===== config.mk =====
export PLATFORM = sky130hd
export DESIGN_NAME = data_pack
export DESIGN_NICKNAME = d
export VERILOG_FILES = /design/src/rtl/data_pack.sv
export SDC_FILE = /design/constraint.sdc
export NUM_CORES = 1
export LEC_CHECK = 0
export ABC_AREA = 1
export CAP_MARGIN = 0
export CORE_MARGIN = 2
export CORE_UTILIZATION = 47
export DETAILED_ROUTE_END_ITERATION = 8
export PLACE_DENSITY = 0.8
export SLEW_MARGIN = 0
export SYNTH_ARGS = -nofsm -noshare
export SYNTH_HDL_FRONTEND = slang
export SYNTH_SLANG_ARGS = --single-unit

===== constraint.sdc =====
create_clock -name in_pclk -period 1.6 [get_ports in_pclk]
set_clock_uncertainty 0.15 [all_clocks]
set_input_delay 0.16 -clock in_pclk [delete_from_list [all_inputs] [get_ports in_pclk]]
set_output_delay 0.16 -clock in_pclk [all_outputs]
set_load 0.01 [all_outputs]

===== src/rtl/data_pack.sv =====
// Packs PACK_DIV consecutive accepted pixels of a video line into one wide word,
// flushing a partial word at the end of the line; sync signals are delayed to match.
module data_pack #(
    parameter int PIXEL_BIT  = 32,
    parameter int PACK_BIT   = 64,
    parameter int FIFO_WIDTH = 10
) (
    input  logic                  in_pclk,
    input  logic                  in_rstn,
    input  logic [FIFO_WIDTH-1:0] in_y,
    input  logic                  in_valid,
    input  logic                  in_de,
    input  logic                  in_hs,
    input  logic                  in_vs,
    input  logic [PIXEL_BIT-1:0]  in_data,
    output logic [FIFO_WIDTH-1:0] out_x,
    output logic [FIFO_WIDTH-1:0] out_y,
    output logic                  out_valid,
    output logic                  out_de,
    output logic                  out_hs,
    output logic                  out_vs,
    output logic [PACK_BIT-1:0]   out_data
);

    localparam int              PACK_DIV  = PACK_BIT / PIXEL_BIT;
    localparam logic [3:0]      LAST_SLOT = 4'(PACK_DIV - 1);
    localparam logic [FIFO_WIDTH-1:0] X_ONE = {{(FIFO_WIDTH-1){1'b0}}, 1'b1};

    logic [3:0]            pcnt_reg;
    logic [PACK_BIT-1:0]   word_reg;
    logic [PACK_BIT-1:0]   word_next;
    logic [FIFO_WIDTH-1:0] xcnt_reg;
    logic [FIFO_WIDTH-1:0] ycap_reg;
    logic                  de_prev_reg;
    logic [2:0]            sync_d1_reg;
    logic [2:0]            sync_d2_reg;
    logic                  out_valid_reg;
    logic [FIFO_WIDTH-1:0] out_x_reg;
    logic [FIFO_WIDTH-1:0] out_y_reg;
    logic [PACK_BIT-1:0]   out_data_reg;

    logic accept;
    logic de_fall;
    logic word_full;

    assign accept    = in_valid & in_de;
    assign de_fall   = de_prev_reg & ~in_de;
    assign word_full = accept && (pcnt_reg == LAST_SLOT);

    // The incoming pixel replaces only the slot selected by the pixel counter.
    generate
        for (genvar gi = 0; gi < PACK_DIV; gi++) begin : g_slot
            assign word_next[gi*PIXEL_BIT +: PIXEL_BIT] =
                (pcnt_reg == 4'(gi)) ? in_data : word_reg[gi*PIXEL_BIT +: PIXEL_BIT];
        end
    endgenerate

    always_ff @(posedge in_pclk) begin
        if (!in_rstn) begin
            pcnt_reg      <= '0;
            word_reg      <= '0;
            xcnt_reg      <= '0;
            ycap_reg      <= '0;
            de_prev_reg   <= 1'b0;
            sync_d1_reg   <= '0;
            sync_d2_reg   <= '0;
            out_valid_reg <= 1'b0;
            out_x_reg     <= '0;
            out_y_reg     <= '0;
            out_data_reg  <= '0;
        end else begin
            de_prev_reg   <= in_de;
            sync_d1_reg   <= {in_vs, in_hs, in_de};
            sync_d2_reg   <= sync_d1_reg;
            out_valid_reg <= 1'b0;

            if (accept) begin
                if (pcnt_reg == 4'd0) begin
                    ycap_reg <= in_y;
                end
                if (word_full) begin
                    out_valid_reg <= 1'b1;
                    out_data_reg  <= word_next;
                    out_x_reg     <= xcnt_reg;
                    out_y_reg     <= ycap_reg;
                    xcnt_reg      <= xcnt_reg + X_ONE;
                    word_reg      <= '0;
                    pcnt_reg      <= 4'd0;
                end else begin
                    word_reg <= word_next;
                    pcnt_reg <= pcnt_reg + 4'd1;
                end
            end else if (de_fall) begin
                // End of line: emit any partial word (empty slots are already zero).
                if (pcnt_reg != 4'd0) begin
                    out_valid_reg <= 1'b1;
                    out_data_reg  <= word_reg;
                    out_x_reg     <= xcnt_reg;
                    out_y_reg     <= ycap_reg;
                end
                word_reg <= '0;
                pcnt_reg <= 4'd0;
                xcnt_reg <= '0;
            end
        end
    end

    assign out_valid = out_valid_reg;
    assign out_x     = out_x_reg;
    assign out_y     = out_y_reg;
    assign out_data  = out_data_reg;
    assign {out_vs, out_hs, out_de} = sync_d2_reg;

endmodule

==> results.tsv <==
metric	value	unit
status	finished with violations	
violations	negative setup slack	
slowest_delay	0.34	ns
cts_buffers	17	
power.static_leakage	5.14	nW
layout_min_cycle_time	1.84	ns
wire_length_of_the_first_global_routing_pass	37.9	mm
clock_tree_from_tritoncts	yes	
routability_congestion	0.839	
hold_slack	0.0903	ns
rr_endpoint	out_data[35]	
peak_vdd_ir	0.000830	V
dominant_cells_by_area_after_synthesis	dfxtp_1, nand2_1, a21oi_1	
worstPathCellList	inv_4 -> ha_4 -> nand3_4 -> buf_12 -> nand2_8 -> clkinv_8 -> clkbuf_16 -> nand2_2 -> a21oi_1	
chipHeight	130	um
syn-num-nets	1091	
numPlacedInstances	1392	
drt-vias-per-instance	5.97	
setup_slack	-0.242	ns
post-route-period-util	1.15	
clockRootBuffer	clkbuf_16	
critPathSlowestCell	dfxtp_2	
dp_hpwl	13.2	mm
rr_startpoint	pcnt_reg[1]	
hold-path-cell-count	3	
route.antenna.remaining_nets	0	
drt_wl_total	30.5	mm
timing.critical_path.arrival	2.02	ns
final_cells	1471	
place.port_buffers	135	
grt_remaining_overflow	0	
netlist_area	7460	sq um
synth_sequential_area_ratio	0.480	
drv_cap	0	
groute.layer.met3.usage	0.0709	
io-pin-count	136	
postLayoutCoreUtil	0.742	
grtUsageTotal	0.289	
layout.cell_area.non_filler	11700	sq um
timing.hold.worst_endpoint	sync_d1_reg[2]	
syn-mean-instance-area	7.18	sq um
r2r_depth	9	
worstHoldPathType	in -> reg	
power.density_cell_area	934	nW/um^2
start_kind	register	
grt_util_met2	0.467	
filler_cell_count	959	
pin_count_of_the_biggest_net_entering_global_routing	51	
worst-slew-pin-transition	0.572	ns
hold_path.startpoint	in_vs	
cts.htree.levels	4	
worst_skew_pair.late_latency	0.45	ns
synth.lib_cells_used.distinct	26	
buf_inv_stages_crit_path	4	
placement.cell_area	9450	sq um
number_of_slew_limit_violations_in_the_final_report	0	
cts-root-to-sink-buffers	2	
worst_setup_path_startpoint	pcnt_reg[1]	
endpoint_kind	register	
vias	8784	
timing.setup.critical_path_class	reg -> reg	
crit_fanout	6	
setup_viol	157	
drt_drc_violations_left	0	
grt_pass1_vias	7432	
synthCells	1039	
floorplan.die_area	16900	sq um
max_freq	543	MHz
num-nets-final	1294	
top_usage_layer	met2	
drt_iter0_drc	1317	
core.rowCount	46	
critical_path.top_delay_family	buffers and inverters	
grtUsageMet1	0.364	
post-synth-top-area-cell	dfxtp_1	
rsz0062_at_grt	yes	
detailedRoute.firstPassIterationCount	8	
initial_utilization	0.475	
antennaDiodeCount	0	
reg2reg_setup_slack	-0.24	ns
clock_sink_count	179	
post-synth-top-area-fraction	0.480	
design.core.area	15700	sq um
clk_pin_slew	0.07	ns
hold_violations	0	
antenna_found_initial	0	
crit_required	1.78	ns
preCtsSetupSlack	-0.287	ns
die_w	130	um
yosysWarnings	0	
wl_per_cell	20.8	um
max-slew-margin-rel	0.619	
synth.ff_latch_count	179	
area_grow_syn2layout	56.2	%
fraction_of_final_layout_cells_sized_beyond_drive_strength_1	0.275	
logic make-up after synthesis:
| logic type | count (synthesis) | synth area share |
|---|---|---|
| buffers and inverters | 185 | 0.0996 |
| AO/OA/AOI/OAI | 168 | 0.113 |
| adder cells (fa/ha/maj) | 4 | 0.00671 |
| flip-flops | 179 | 0.480 |
| XOR/XNOR | 2 | 0.00235 |
| AND/OR/NAND/NOR | 501 | 0.298 |
placed cells by master (no fill, tap or decap), types with 10 or more instances in the layout:
cell type | Yosys | layout
o21ai_0 | 58 | 22
nand2_2 | 3 | 33
a21oi_2 | 0 | 22
clkdlybuf4s50_1 | 0 | 46
o21ai_1 | 18 | 32
nand2_1 | 251 | 214
buf_16 | 0 | 11
dlygate4sd2_1 | 0 | 87
nor3_1 | 35 | 31
a21oi_1 | 91 | 68
buf_12 | 0 | 20
or2_4 | 0 | 18
nor2_4 | 1 | 13
inv_1 | 111 | 95
nand3_1 | 88 | 51
inv_2 | 3 | 15
o21ai_2 | 0 | 20
buf_4 | 5 | 63
nand3_2 | 0 | 35
nand4_1 | 32 | 32
clkbuf_16 | 0 | 25
nor2_1 | 60 | 41
dfxtp_1 | 179 | 175
buf_6 | 0 | 10
routing by layer:
metal / up-vias / share of wire
li1: 3757 / -
met1: 4065 / 0.36
met2: 741 / 0.45
met3: 221 / 0.11
met4: 0 / 0.072
met5: - / 0
power breakdown:
part           total, mW  switching (mW)  internal (mW)  leakage [nW]
Clock               4.38            1.96           2.41         0.297
Sequential          4.72           0.120           4.60          1.45
Combinational       1.79            1.02          0.765          3.38
Total               10.9            3.11           7.78          5.14
synthesized netlist by cell type:
| cell type | n |
|---|---|
| buf_4 | 5 |
| inv_1 | 111 |
| a21oi_1 | 91 |
| clkbuf_1 | 40 |
| buf_2 | 24 |
| inv_2 | 3 |
| o21ai_1 | 18 |
| nand3_1 | 88 |
| or2_2 | 19 |
| nor3_1 | 35 |
| nor2_1 | 60 |
| nand4_1 | 32 |
| a21boi_0 | 1 |
| o21ai_0 | 58 |
| dfxtp_1 | 179 |
| nand3b_1 | 2 |
| nand2_4 | 1 |
| or2_1 | 7 |
| buf_1 | 2 |
| nand2_2 | 3 |
| nor2_4 | 1 |
| nand2_1 | 251 |
| nand3_4 | 1 |
| ha_1 | 4 |
| xor2_1 | 2 |
| nor2_2 | 1 |
worst max-delay path by stage:
stage	endpoint	slack (ns)	depth (start not counted)
floorplan	out_data[11]	0.0008	9
global placement	xcnt_reg[8]	-0.23	8
detailed placement	out_data[54]	-0.29	9
CTS	out_data[9]	-0.11	9
global route	xcnt_reg[3]	-0.30	7
finish	out_data[35]	-0.24	9
worst reg2reg max path: stages, from the launching register on:
cell and delay, ns:
dfxtp_2 0.34, inv_4 0.09, ha_4 0.17, nand3_4 0.16, buf_12 0.19, nand2_8 0.13
clkinv_8 0.12, clkbuf_16 0.21, nand2_2 0.09, a21oi_1 0.07
per-stage QoR:
step	setup TNS (ns)	power (mW)
floorplan	0	5.46
global placement	-25.35	5.99
detailed placement	-34.13	6.02
CTS	-3.12	10.4
global route	-26.33	11.2
finish	-19.41	10.9
repair_timing:
action / in CTS / in global routing
gates resized for setup: 189 / 192
hold buffers: 1 / 0
hold endpoints to repair: 5 / 0
buffers inserted: 17 / 5
cloned: 14 / 11
endpoints found under the setup margin: 226 / 168
pin swaps: 27 / 27
final cells by class:
class | count | area, sq um | area share
Inverter | 114 | 449 | 0.0385
Multi-Input combinational cell | 676 | 3900 | 0.335
Tap cell | 216 | 270 | 0.0232
Timing Repair Buffer | 253 | 2830 | 0.243
Clock inverter | 13 | 146 | 0.0126
Sequential cell | 179 | 3590 | 0.308
Timing Repair inverter | 1 | 11.3 | 0.000966
Clock buffer | 19 | 453 | 0.0389
Note: power is estimated with default switching activity, not from simulation.
